==> config.mk <==
export PLATFORM = sky130hd
export DESIGN_NAME = softex_tcdm_sched
export DESIGN_NICKNAME = d
export VERILOG_FILES = /design/src/rtl/softex_tcdm_sched.sv
export SDC_FILE = /design/constraint.sdc
export NUM_CORES = 1
export LEC_CHECK = 0
export ABC_AREA = 1
export BUFFER_PORTS_ARGS = -buffer_cell sky130_fd_sc_hd__buf_4
export CAP_MARGIN = 20
export CORE_AREA = 2 2 450 452
export CTS_CLUSTER_SIZE = 14
export DETAILED_ROUTE_END_ITERATION = 16
export DIE_AREA = 0 0 452 454
export PLACE_DENSITY = 0.3
export SYNTH_ARGS = -nofsm -noshare
export SYNTH_HDL_FRONTEND = slang
export SYNTH_SLANG_ARGS = --single-unit
==> constraint.sdc <==
create_clock -name clk_i -period 10.1 [get_ports clk_i]
set_clock_uncertainty 0.1 [all_clocks]
set_input_delay 1.01 -clock clk_i [delete_from_list [all_inputs] [get_ports clk_i]]
set_output_delay 1.01 -clock clk_i [all_outputs]
set_load 0.02 [all_outputs]
==> src/rtl/softex_tcdm_sched.sv <==
// softex_tcdm_sched: round-robin scheduler of N_REQ streamer sources onto one TCDM port with
// burst lock and in-order read-response routing. Define SOFTEX_TCDM_SCHED_PERF_EN to add perf_o.
//
// state | meaning
// IDLE  | no owner; first requester at/after rr pointer is latched (and issued unless just released)
// OWN   | owner latched; port driven from the owner's inputs until release
module softex_tcdm_sched #(
  parameter int unsigned N_REQ     = 4,
  parameter int unsigned ADDR_W    = 32,
  parameter int unsigned DATA_W    = 128,
  parameter int unsigned MAX_BURST = 8,
  parameter int unsigned MAX_OUTST = 4
) (
  input  logic                        clk_i,
  input  logic                        rst_i,
  input  logic                        clear_i,
  input  logic [N_REQ-1:0]            req_i,
  input  logic [N_REQ-1:0]            we_i,
  input  logic [N_REQ*ADDR_W-1:0]     addr_i,
  input  logic [N_REQ*DATA_W-1:0]     wdata_i,
  input  logic [N_REQ*DATA_W/8-1:0]   be_i,
  output logic [N_REQ-1:0]            gnt_o,
  output logic [N_REQ-1:0]            rvalid_o,
  output logic [DATA_W-1:0]           rdata_o,
  output logic                        tcdm_req_o,
  input  logic                        tcdm_gnt_i,
  output logic                        tcdm_we_o,
  output logic [ADDR_W-1:0]           tcdm_add_o,
  output logic [DATA_W-1:0]           tcdm_data_o,
  output logic [DATA_W/8-1:0]         tcdm_be_o,
  input  logic                        tcdm_r_valid_i,
  input  logic [DATA_W-1:0]           tcdm_r_data_i,
`ifdef SOFTEX_TCDM_SCHED_PERF_EN
  output logic [N_REQ*2*32-1:0]       perf_o,
`endif
  output logic [$clog2(N_REQ)-1:0]    owner_o,
  output logic                        busy_o
);

  localparam int unsigned IDX_W  = $clog2(N_REQ);
  localparam int unsigned BE_W   = DATA_W / 8;
  localparam int unsigned CNT_W  = $clog2(MAX_BURST + 1);
  localparam int unsigned PTR_W  = (MAX_OUTST > 1) ? $clog2(MAX_OUTST) : 1;
  localparam int unsigned OCNT_W = $clog2(MAX_OUTST + 1);

  typedef enum logic {S_IDLE, S_OWN} state_t;

  state_t             state_q;
  logic [IDX_W-1:0]   owner_q, rr_q;
  logic [CNT_W-1:0]   cnt_q;
  logic               rel_q;
  logic [IDX_W-1:0]   sel, idx, cur_owner;
  logic               sel_vld, active, rd_block, beat, last_beat, release_own;

  logic [IDX_W-1:0]   fifo_mem [MAX_OUTST];
  logic [PTR_W-1:0]   wr_ptr, rd_ptr;
  logic [OCNT_W-1:0]  fifo_cnt;
  logic               fifo_empty, fifo_full, push, pop;

  function automatic logic [IDX_W-1:0] idx_inc(input logic [IDX_W-1:0] v);
    return (v == IDX_W'(N_REQ - 1)) ? '0 : v + 1'b1;
  endfunction

  function automatic logic [PTR_W-1:0] ptr_inc(input logic [PTR_W-1:0] v);
    return (v == PTR_W'(MAX_OUTST - 1)) ? '0 : v + 1'b1;
  endfunction

  // Rotating priority search starting at the RR pointer.
  always_comb begin
    sel     = '0;
    sel_vld = 1'b0;
    idx     = rr_q;
    for (int i = 0; i < N_REQ; i++) begin
      if (!sel_vld && req_i[idx]) begin
        sel     = idx;
        sel_vld = 1'b1;
      end
      idx = idx_inc(idx);
    end
  end

  // The cycle right after a release (rel_q) only latches the next owner, giving one idle slot.
  assign cur_owner   = (state_q == S_OWN) ? owner_q : sel;
  assign active      = !rst_i && !clear_i && ((state_q == S_OWN) || (sel_vld && !rel_q));
  assign tcdm_we_o   = we_i[cur_owner];
  assign rd_block    = !tcdm_we_o && fifo_full;
  assign tcdm_req_o  = active && req_i[cur_owner] && !rd_block;
  assign tcdm_add_o  = addr_i[cur_owner*ADDR_W +: ADDR_W];
  assign tcdm_data_o = wdata_i[cur_owner*DATA_W +: DATA_W];
  assign tcdm_be_o   = be_i[cur_owner*BE_W +: BE_W];

  assign beat        = tcdm_req_o && tcdm_gnt_i;
  assign last_beat   = beat && (cnt_q == CNT_W'(MAX_BURST - 1));
  assign release_own = last_beat || (!beat && !req_i[owner_q]);
  assign gnt_o       = beat ? (N_REQ'(1) << cur_owner) : '0;

  assign fifo_empty  = (fifo_cnt == '0);
  assign fifo_full   = (fifo_cnt == OCNT_W'(MAX_OUTST));
  assign push        = beat && !tcdm_we_o;
  assign pop         = tcdm_r_valid_i && !fifo_empty && !rst_i && !clear_i;
  assign rvalid_o    = pop ? (N_REQ'(1) << fifo_mem[rd_ptr]) : '0;
  assign rdata_o     = tcdm_r_data_i;
  assign busy_o      = (|req_i) || !fifo_empty;
  assign owner_o     = owner_q;

  always_ff @(posedge clk_i) begin
    if (rst_i || clear_i) begin
      state_q <= S_IDLE;
      owner_q <= '0;
      rr_q    <= '0;
      cnt_q   <= '0;
      rel_q   <= 1'b0;
    end else begin
      rel_q <= 1'b0;
      case (state_q)
        S_IDLE: begin
          if (sel_vld) begin
            owner_q <= sel;
            if (last_beat) begin
              rr_q  <= idx_inc(sel);
              cnt_q <= '0;
              rel_q <= 1'b1;
            end else begin
              state_q <= S_OWN;
              if (beat) cnt_q <= cnt_q + 1'b1;
            end
          end
        end
        S_OWN: begin
          if (release_own) begin
            state_q <= S_IDLE;
            rr_q    <= idx_inc(owner_q);
            cnt_q   <= '0;
            rel_q   <= 1'b1;
          end else if (beat) begin
            cnt_q <= cnt_q + 1'b1;
          end
        end
        default: state_q <= S_IDLE;
      endcase
    end
  end

  always_ff @(posedge clk_i) begin
    if (rst_i || clear_i) begin
      wr_ptr   <= '0;
      rd_ptr   <= '0;
      fifo_cnt <= '0;
    end else begin
      if (push) wr_ptr <= ptr_inc(wr_ptr);
      if (pop)  rd_ptr <= ptr_inc(rd_ptr);
      if (push && !pop)      fifo_cnt <= fifo_cnt + 1'b1;
      else if (pop && !push) fifo_cnt <= fifo_cnt - 1'b1;
    end
  end

  always_ff @(posedge clk_i) begin
    if (push) fifo_mem[wr_ptr] <= cur_owner;
  end

`ifdef SOFTEX_TCDM_SCHED_PERF_EN
  // Per source: [2s] granted beats, [2s+1] stall cycles; both saturate.
  always_ff @(posedge clk_i) begin
    if (rst_i || clear_i) begin
      perf_o <= '0;
    end else begin
      for (int s = 0; s < N_REQ; s++) begin
        if (gnt_o[s] && (perf_o[2*s*32 +: 32] != '1))
          perf_o[2*s*32 +: 32] <= perf_o[2*s*32 +: 32] + 32'd1;
        if (req_i[s] && !gnt_o[s] && (perf_o[(2*s+1)*32 +: 32] != '1))
          perf_o[(2*s+1)*32 +: 32] <= perf_o[(2*s+1)*32 +: 32] + 32'd1;
      end
    end
  end
`endif

`ifndef SYNTHESIS
  // Responses to reads discarded by clear_i are tolerated; any other orphan response is an error.
  logic [OCNT_W-1:0] stale_q;
  always_ff @(posedge clk_i) begin
    if (rst_i) begin
      stale_q <= '0;
    end else if (clear_i) begin
      stale_q <= fifo_cnt;
    end else if (tcdm_r_valid_i && fifo_empty) begin
      assert (stale_q != '0) else $error("tcdm_r_valid_i with no outstanding read");
      if (stale_q != '0) stale_q <= stale_q - 1'b1;
    end
  end
`endif

endmodule
==> impl_metrics.tcl, run 1 <==
set metrics [dict create \
    core_area_um2 200900 \
    cts_setup_buffers 0 \
    netlist_area_um2 6945 \
    dr.pass1.iters 5 \
    die_y_um 454 \
    fp.dieW_um 452 \
    peakVddDrop_uv 75.17 \
    setup_violations 0 \
    gr-usage-met1_pct 15.80 \
    seqPwrFrac_pct 5.2 \
    p_int_w 0.0008591 \
    grt_util_met2_pct 20.60 \
    required_ns 8.99 \
    gp_congestion 0.8809 \
    yosysSeqAreaShare_pct 8.935 \
    cts_resized 0 \
    clkTransAtPathRegs_ns 0.07 \
    ys_types 34 \
    overflow 0 \
    multi_input_area_um2 4816 \
    drive_gt1_share_pct 49.58 \
    min_path_type "flip-flop to flip-flop" \
    comb_power_share_pct 90.7 \
    hold_violations 0 \
    numCtsBuffers 3 \
    path_max_fanout 116 \
    antenna_found_initial 113 \
    cp-start-kind "input pin" \
    p_leak_nw 6.866 \
    hpwl_mm 128.1 \
    worst_ep_arrival_time_ns 5.05 \
    io_pins 1162 \
    cpMaxStageDelayCell "buf_4" \
    core.rowCount 165 \
    start_util_pct 3.458 \
    crit_type "input pin to primary output" \
    wl_per_cell_um 30.68 \
    area_delta_synth_final_pct 130.8 \
    fillers 23881 \
    p_switching_w 0.001439 \
    crit_path_max_incr_delay_ns 0.73 \
    async_flop_share_pct 0 \
    synth_nets 2059 \
    synth_edf_count 8 \
    slew_viol_final 0 \
    fin_setup_tns_ns 0 \
    htreeDepth 1 \
    avgSynthCellArea_um2 5.773 \
    track_usage_pct 12.94 \
    pwr-share-clk_pct 4.1 \
    busiest_layer "met2" \
    holdBufCountCts 0 \
    regArea_um2 620.6 \
    crit_top_cell "nand2_1" \
    num_vias 12655 \
    ant_nets 0 \
    status "finished, final reports clean" \
    synth_top_area_cell "nand3_1" \
    grt_max_degree 117 \
    synthCells 1203 \
    rsz0062_at_grt "false" \
    clk_latency_ns 0.26 \
    final_area_um2 16030 \
    drtIter0Drc 1005 \
    yosys_register_bits 27 \
    reg2reg_slack_ns 4.61 \
    post-route-drc-count 0 \
    dieArea_um2 205200 \
    p_per_area_nw_per_um2 143.3 \
    fin_crit_ns 6.164 \
    timing.max_cap.violations 0 \
    placed_area_um2 15890 \
    vias_per_cell 2.753 \
    io_buffers 905 \
    synth_top_area_share_pct 27.31 \
    grt_pass1_wl_mm 165.1 \
    yosysWarnings 0 \
    synth_area_leaders "nand3_1 27%, a22oi_1 19%, buf_4 14%" \
    path_cells "buf_4 -> inv_1 -> nand2_1 -> nand3_1 -> nand2_1 -> nor2_4 -> nand3_1 -> nand3b_1 -> nand2_1 -> nand2_1 -> nand2_8 -> nor2_4 -> buf_12 -> buf_4 -> a22oi_1 -> nand3_1 -> buf_4" \
    cts.path.max_buffers 2 \
    fin_nets 2757 \
    grt_pass1_vias 12035 \
    cts_tree "yes" \
    fmax_mhz 162.2 \
    cts_root_buffer "clkbuf_16" \
    routed_wl_mm 141.0 \
    synth_ff_type "dfxtp_1" \
    crit_path_end_kind "primary output" \
    fin_hold_ws_ns 0.4014 \
    worstMarginPinSlew_ns 1.142 \
    clkSinkCount 27 \
    use_met3_pct 6.579 \
    post-route-period-util_pct 61.03 \
    switching_share_pct 62.61 \
    relSlewSlack_pct 23.88 \
]
[worst max-delay path: cells and delay by family]
family	cells	cell delay, ns
simple gates	11	1.76
buf+inv	5	1.68
compound gates	1	0.37
[metrics by stage]
step / util (%) / cells / worst slack, ns / power (W)
3_5_place_dp: 7.910 / 4568 / 3.797 / 0.002297
2_1_floorplan: - / 1203 / 5.953 / 0.001052
3_3_place_gp: 7.910 / 4568 / 3.782 / 0.002303
6_report: 7.981 / 4596 / 3.936 / 0.002298
5_1_grt: 7.961 / 4580 / 3.559 / 0.002456
4_1_cts: 7.951 / 4572 / 3.799 / 0.002396
[layout make-up]
type	instances	area share (%)
clock inverter	1	0.04683
multi-input combinational	907	30.04
tap	2672	20.85
inverter	42	1.030
antenna	24	0.3746
sequential	27	3.871
clock buffer	3	0.4683
timing repair buffer	920	43.32
[cells by family after synthesis]
kind of cell               count (synthesis)  synth area share, %
adders and majority gates                 11                2.090
and+or+nand+nor                          693                45.45
DFF                                       27                8.935
AOI/OAI and AO/OA                        200                20.95
xor gates and xnor gates                   3               0.3784
buffers and inverters                    269                22.19
[layout by cell type, fill, tap and decap left out, drive strengths merged, types with 3 or more instances in the layout]
cell / instances
a21oi: 8
a22oi: 176
buf: 920
clkbuf: 3
dfxtp: 19
diode: 24
edfxtp: 8
ha: 10
inv: 41
nand2: 257
nand3: 380
nand4: 7
nor2: 39
nor3: 6
o21ai: 11
[power groups by stage]
stage          combinational, W  sequential, W   clock, W
6_report                0.00209       0.000119  0.0000937
5_1_grt                 0.00224       0.000119   0.000100
4_1_cts                 0.00218       0.000119  0.0000950
3_5_place_dp            0.00218       0.000121          0
3_3_place_gp            0.00218       0.000122          0
2_1_floorplan          0.000931       0.000121          0
[sequential cells by signal, indices dropped and copies added (netlist names), named ones only]
signal    cells
state_q       1
rr_q          2
cnt_q         4
wr_ptr        2
rel_q         1
fifo_mem      8
fifo_cnt      3
rd_ptr        2
owner_o       2
[synthesized netlist by cell type, types with 2 or more instances]
master,number
a22oi_1,176
nand2_1,251
dfxtp_1,19
inv_1,37
buf_1,2
o22ai_1,2
xor2_1,2
nor2_2,4
nand4_1,7
a21oi_1,8
o21ai_1,2
nand2_2,5
or2_2,2
o21ai_0,9
inv_2,4
edfxtp_1,8
nor3_1,6
ha_1,10
nand3_1,379
nor2_1,34
buf_2,35
clkbuf_1,61
buf_4,128
nand3b_1,2
[final timing paths]
path	startpoint	endpoint	cells after the start
worst min-delay path	fifo_cnt[2]$_SDFFE_PP0P_	fifo_cnt[2]$_SDFFE_PP0P_	2
worst max-delay path	req_i[1]	tcdm_data_o[22]	17
worst max register to register	rr_q[0]$_SDFFE_PP0P_	fifo_cnt[2]$_SDFFE_PP0P_	27
worst min register to register	fifo_cnt[2]$_SDFFE_PP0P_	fifo_cnt[2]$_SDFFE_PP0P_	2
[metal layers]
layer | vias to the layer above | wire, um
li1 | 5582 | -
met3 | 234 | 17020
met2 | 834 | 63700
met5 | - | 360
met4 | 58 | 2401
met1 | 5947 | 57520
Note: power is estimated with default switching activity, not from simulation.
==> inputs of run 2 (changes only) <==
clock period = 5.35 ns   (was 10.1 ns; I/O delays follow)
==> run 2 against run 1 <==
  * Combinational power rose by 95%
  * Cell area rose by 1.6%
  * First-iteration DRC count rose by 5.0%
  * Die area did not move
  * Count of clock-buffer cells in the layout did not move
  * Via count rose by 0.43%
  * Core utilization rose by 0.13 points
  * Worst setup slack got worse by 3.4 ns
  * Critical path type is now flip-flop to primary output
==> impl_metrics.tcl, run 2 (same netlist as run 1, synthesis figures left out) <==
set metrics [dict create \
    status "finished, final reports clean" \
    final_common_cell "buf_4" \
    core_area_um2 200900 \
    required_ns 4.72 \
    clkTransAtPathRegs_ns 0.08 \
    fin_nets 2788 \
    fin_setup_tns_ns 0 \
    p_per_area_nw_per_um2 275.0 \
    timing.max_cap.violations 0 \
    min_path_type "flip-flop to flip-flop" \
    num_vias 12709 \
    finish.utilization_pct 8.109 \
    p_int_w 0.001683 \
    relSlewSlack_pct 44.00 \
    vias_per_cell 2.750 \
    min-delay-start "fifo_cnt[2]$_SDFFE_PP0P_" \
    slew_viol_final 0 \
    die_y_um 454 \
    track_usage_pct 12.35 \
    crit_type "flip-flop to primary output" \
    comb_power_share_pct 90.8 \
    cts_resized 0 \
    antenna_found_initial 84 \
    switching_share_pct 62.42 \
    wl_per_cell_um 29.18 \
    drive_gt1_share_pct 50.39 \
    start_util_pct 3.458 \
    post-route-drc-count 0 \
    post-route-period-util_pct 90.15 \
    top_regs "fifo_mem (8), cnt_q (4), fifo_cnt (3)" \
    io_buffers 905 \
    hpwl_mm 123.6 \
    reg2reg_from "rr_q[0]$_SDFFE_PP0P_" \
    cts.path.max_buffers 2 \
    final_cell_count_no_fill 4622 \
    final_cell_mix "945 x buf_4, 379 x nand3_1, 251 x nand2_1" \
    gp_congestion 0.8491 \
    largest_reg_flops 8 \
    grt_pass1_wl_mm 160.4 \
    grt_pass1_vias 12250 \
    core.rowCount 165 \
    dieArea_um2 205200 \
    area_delta_synth_final_pct 134.5 \
    largest_register "fifo_mem" \
    fp.dieW_um 452 \
    dr.pass1.iters 7 \
    pwr-share-clk_pct 4.2 \
    ant_nets 0 \
    holdBufCountCts 0 \
    p_leak_nw 7.022 \
    crit_path_end_kind "primary output" \
    p_switching_w 0.002796 \
    cts_root_buffer "clkbuf_16" \
    fmax_mhz 207.3 \
    cp-start-kind "flip-flop" \
    worst_ep_arrival_time_ns 4.19 \
    fin_crit_ns 4.823 \
    setup_violations 0 \
    htreeDepth 1 \
    clkSinkCount 27 \
    crit_start "rr_q[0]$_SDFFE_PP0P_" \
    cts_setup_buffers 0 \
    io_pins 1162 \
    worstMarginPinSlew_ns 0.8400 \
    routed_wl_mm 134.9 \
    peakVddDrop_uv 141.9 \
    drtIter0Drc 1055 \
    seqPwrFrac_pct 5.0 \
    numCtsBuffers 3 \
    clk_latency_ns 0.27 \
    grt_max_degree 64 \
    dp.cells 4599 \
    rsz0062_at_grt "false" \
    cts_tree "yes" \
    path_max_fanout 63 \
    overflow 0 \
    hold_violations 0 \
]
==> run 2: cell count changes in the layout (fill, tap and decap cells not counted), sizes merged <==
| cell | previous run | this run |
|---|---|---|
| buf | 920 | 951 |
| diode | 24 | 19 |
==> run 2: metal layers <==
metal / routed length (um) / global-route usage [%] / share of wire [%] / vias up
met3: 14970 / 5.622 / 11 / 198
li1: - / - / - / 5636
met5: 264 / 0.2099 / 0.20 / -
met4: 2736 / 1.839 / 2.0 / 34
met2: 62060 / 20.03 / 46 / 770
met1: 54820 / 15.12 / 41 / 6071
==> run 2: path summary, 6_finish.rpt <==
| check | end | slack [ns] | depth (start not counted) |
|---|---|---|---|
| worst max-delay path | tcdm_data_o[36] | 0.53 | 16 |
| worst min-delay path | fifo_cnt[2]$_SDFFE_PP0P_ | 0.40 | 2 |
| worst max register to register | fifo_cnt[2]$_SDFFE_PP0P_ | 1.19 | 26 |
| worst min register to register | fifo_cnt[2]$_SDFFE_PP0P_ | 0.40 | 2 |
==> run 2: final cells by class <==
| type | count | area, um^2 |
|---|---|---|
| diodes | 19 | 47.55 |
| clock buffers | 3 | 75.07 |
| clock inverters | 1 | 7.507 |
| fillers | 23827 | 184600 |
| inverters | 42 | 165.2 |
| multi-input cells | 907 | 4816 |
| flip-flops and latches | 27 | 620.6 |
| well taps | 2672 | 3343 |
| repair buffers | 951 | 7214 |
==> run 2: worst max-delay path: stages, from the launching register on <==
cell     delay, ns
dfxtp_1       0.39
ha_1          0.48
inv_1         0.17
nor2_1        0.16
nand2_1       0.06
nand2_1       0.14
nand3_1       0.09
nand3_1       0.08
nand2_1       0.08
nand3_2       0.17
nand2_8       0.17
nand2_1       0.24
inv_8         0.22
buf_4         0.29
a22oi_1       0.58
nand3_1       0.27
buf_4         0.24
==> run 2: stage by stage <==
| stage | instance area, um^2 | power [W] | hold WS [ns] | setup WS, ns |
|---|---|---|---|---|
| 2_1_floorplan | 6945 | 0.001985 | 0.3595 | 1.913 |
| 3_3_place_gp | 16160 | 0.004508 | 0.3775 | 0.8350 |
| 3_5_place_dp | 16160 | 0.004501 | 0.3843 | 0.8659 |
| 4_1_cts | 16240 | 0.004702 | 0.3970 | 0.5493 |
| 5_1_grt | 16250 | 0.004806 | 0.4328 | 0.2991 |
| 6_report | 16290 | 0.004479 | 0.4030 | 0.5270 |
==> run 2: power groups by stage <==
stage,clock (W),sequential [W],combinational [W]
after floorplan,0,0.000228,0.00176
after global placement,0,0.000229,0.00428
after detailed placement,0,0.000229,0.00427
after CTS,0.000193,0.000224,0.00428
after global routing,0.000198,0.000225,0.00438
final,0.000189,0.000224,0.00407
==> inputs of run 3 (changes only) <==
ABC_AREA = 0   (was 1)
CORE_AREA = 2 2 449 451   (was 2 2 450 452)
DIE_AREA = 0 0 451 453   (was 0 0 452 454)
SLEW_MARGIN = 25   (was not set)
==> run 3 against run 2 <==
  * Critical path depth down 5
  * Non-clock buffer count is 21 higher
  * Flip-flop and latch count stayed put
  * Count of clock-buffer cells in the layout unchanged
  * Clock power is 2% lower
  * Power down 30%
  * Critical path type unchanged
  * Critical endpoint is now tcdm_data_o[68]
  * Largest cell class unchanged
==> impl_metrics.tcl, run 3 <==
set metrics [dict create \
    crit_buf_inv 3 \
    hold_violations 0 \
    crit_top_cell "buf_4" \
    min_path_cells 2 \
    top_regs "fifo_mem (8), cnt_q (4), fifo_cnt (3)" \
    clkSinkCount 27 \
    cts_tree "yes" \
    slew_viol_final 0 \
    cp.depth 11 \
    min_path_type "flip-flop to flip-flop" \
    cts.path.max_buffers 2 \
    cpMaxStageDelayCell "dfxtp_1" \
    post-route-period-util_pct 95.48 \
    start_util_pct 4.109 \
    avgSynthCellArea_um2 5.432 \
    finish.utilization_pct 8.852 \
    cts_setup_buffers 0 \
    synth_top_area_cell "nand2_1" \
    synth_top_area_share_pct 32.87 \
    cts_root_buffer "clkbuf_16" \
    p_leak_nw 7.938 \
    dieArea_um2 204300 \
    dr.pass1.iters 5 \
    timing.max_cap.violations 0 \
    yosys_register_bits 27 \
    reg2regPathDepth 14 \
    netlist_area_um2 8187 \
    cp-start-kind "flip-flop" \
    yosysWarnings 0 \
    fin_setup_tns_ns 0 \
    grt_pass1_vias 13950 \
    synthCells 1507 \
    synth_edf_count 8 \
    synth_ff_type "dfxtp_1" \
    largest_register "fifo_mem" \
    synth_area_leaders "nand2_1 33%, and3_1 14%, a31oi_1 13%" \
    fin_nets 3086 \
    async_flop_share_pct 0 \
    fmax_mhz 195.8 \
    ant_nets 0 \
    largest_reg_flops 8 \
    fin_crit_ns 5.108 \
    fin_hold_ws_ns 0.4212 \
    clkTransAtPathRegs_ns 0.08 \
    fp.dieW_um 451 \
    crit_family "buffers and inverters" \
    clk_latency_ns 0.27 \
    numCtsBuffers 3 \
    crit_path_end_kind "primary output" \
    worst_ep_arrival_time_ns 4.47 \
    setup_violations 0 \
    power.total_w 0.003145 \
    yosysSeqAreaShare_pct 7.581 \
    crit_type "flip-flop to primary output" \
    vias_per_cell 2.875 \
    area_delta_synth_final_pct 115.5 \
    synthTopCellsByCount "717 x nand2_1, 177 x and3_1, 176 x a31oi_1" \
    final_cell_mix "961 x buf_4, 717 x nand2_1, 177 x and3_1" \
    fillers 23630 \
    gp_congestion 0.9201 \
    synth_nets 2363 \
    io_buffers 905 \
    p_per_area_nw_per_um2 178.3 \
    num_vias 14072 \
    required_ns 4.72 \
    path_max_fanout 80 \
    antenna_found_initial 94 \
    post-route-drc-count 0 \
    peakVddDrop_uv 101.2 \
    wl_per_cell_um 25.52 \
    status "finished, final reports clean" \
    io_pins 1162 \
    grt_pass1_wl_mm 153.8 \
    routed_wl_mm 124.9 \
    core.rowCount 164 \
    yosysMostFrequentCell "nand2_1" \
    path_cells "ha_1 -> mux2i_1 -> mux2i_2 -> nor4_4 -> o21ai_4 -> buf_12 -> buf_4 -> nand2_1 -> and3_1 -> a31oi_1 -> buf_4" \
    ys_types 64 \
    relSlewSlack_pct 55.76 \
    hpwl_mm 113.2 \
    drive_gt1_share_pct 44.95 \
    rsz0062_at_grt "false" \
    track_usage_pct 11.47 \
    final_common_cell "buf_4" \
    die_y_um 453 \
    htreeDepth 1 \
    worstMarginPinSlew_ns 0.6605 \
    grt_max_degree 81 \
    drtIter0Drc 1147 \
    core_area_um2 199200 \
    overflow 0 \
    crit_path_max_incr_delay_ns 0.55 \
]
[run 3: cell count changes in the layout (fill, tap and decap cells not counted), moves of 6 or more]
cell      change
nand2_1     +466
nand3_1     -371
and3_1      +177
a22oi_1     -176
a31oi_1     +175
inv_1        -29
buf_4        +16
nor2_1       -11
diode_2      -10
mux2i_1      +10
and2_1        +7
nand2b_1      +6
[run 3: where the power goes]
part           switching, W  internal (W)  total [W]
Clock             0.0000825      0.000102   0.000185
Sequential       0.00000474      0.000214   0.000218
Combinational       0.00168       0.00106    0.00274
[run 3: repair_timing]
action | 4_1_cts | 5_1_grt
hold buffers | 0 | 0
gates resized for setup | 0 | 3
endpoints found under the setup margin | 0 | 53
[run 3: worst paths after layout]
kind	startpoint	to	slack, ns
worst max register to register	rr_q[0]$_SDFFE_PP0P_	fifo_cnt[2]$_SDFFE_PP0P_	0.67
worst max-delay path	rr_q[0]$_SDFFE_PP0P_	tcdm_data_o[68]	0.24
worst min register to register	cnt_q[1]$_SDFFE_PP0P_	cnt_q[1]$_SDFFE_PP0P_	0.42
worst min-delay path	cnt_q[1]$_SDFFE_PP0P_	cnt_q[1]$_SDFFE_PP0P_	0.42
[run 3: tightest hold or removal path: stages (launching register included)]
cell,delay (ns)
dfxtp_1,0.33
nand3b_1,0.10
a21oi_2,0.05
[run 3: kinds of logic (layout without fill, tap and decap cells)]
logic type                 count (synthesis)  in the layout  share of synthesized area [%]
xor gates and xnor gates                   4              4                         0.4280
AOI/OAI and AO/OA                        218            218                          17.79
adders and majority gates                 11             11                          1.773
buffers and inverters                    264            986                          18.19
DFF                                       27             27                          7.581
muxes                                     19             19                          3.133
other                                      0              9                              0
and+or+nand+nor                          964            964                          51.11
[run 3: area by class of cell]
cell class | instances | area, um^2 | area share, %
timing repair buffer | 972 | 7435 | 42.15
multi-input combinational | 1216 | 6102 | 34.60
tap | 2656 | 3323 | 18.84
sequential | 27 | 620.6 | 3.518
clock buffer | 3 | 75.07 | 0.4256
inverter | 10 | 52.55 | 0.2979
antenna | 9 | 22.52 | 0.1277
clock inverter | 1 | 7.507 | 0.04256
[run 3: layer usage]
layer,up-vias,share of wire (%),global-route usage (%)
met1,6630,40,13.60
li1,6405,-,-
met5,-,0.36,0.4431
met3,184,15,7.533
met4,52,1.7,1.395
met2,801,43,17.55
[run 3: stage by stage]
| stage | setup slack (ns) | cells | instance area (um^2) |
|---|---|---|---|
| floorplan | 1.216 | 1507 | 8187 |
| global placement | 0.4101 | 4881 | 17520 |
| detailed placement | 0.3446 | 4881 | 17520 |
| CTS | 0.02427 | 4885 | 17610 |
| global route | 0.01651 | 4886 | 17620 |
| finish | 0.2420 | 4894 | 17640 |
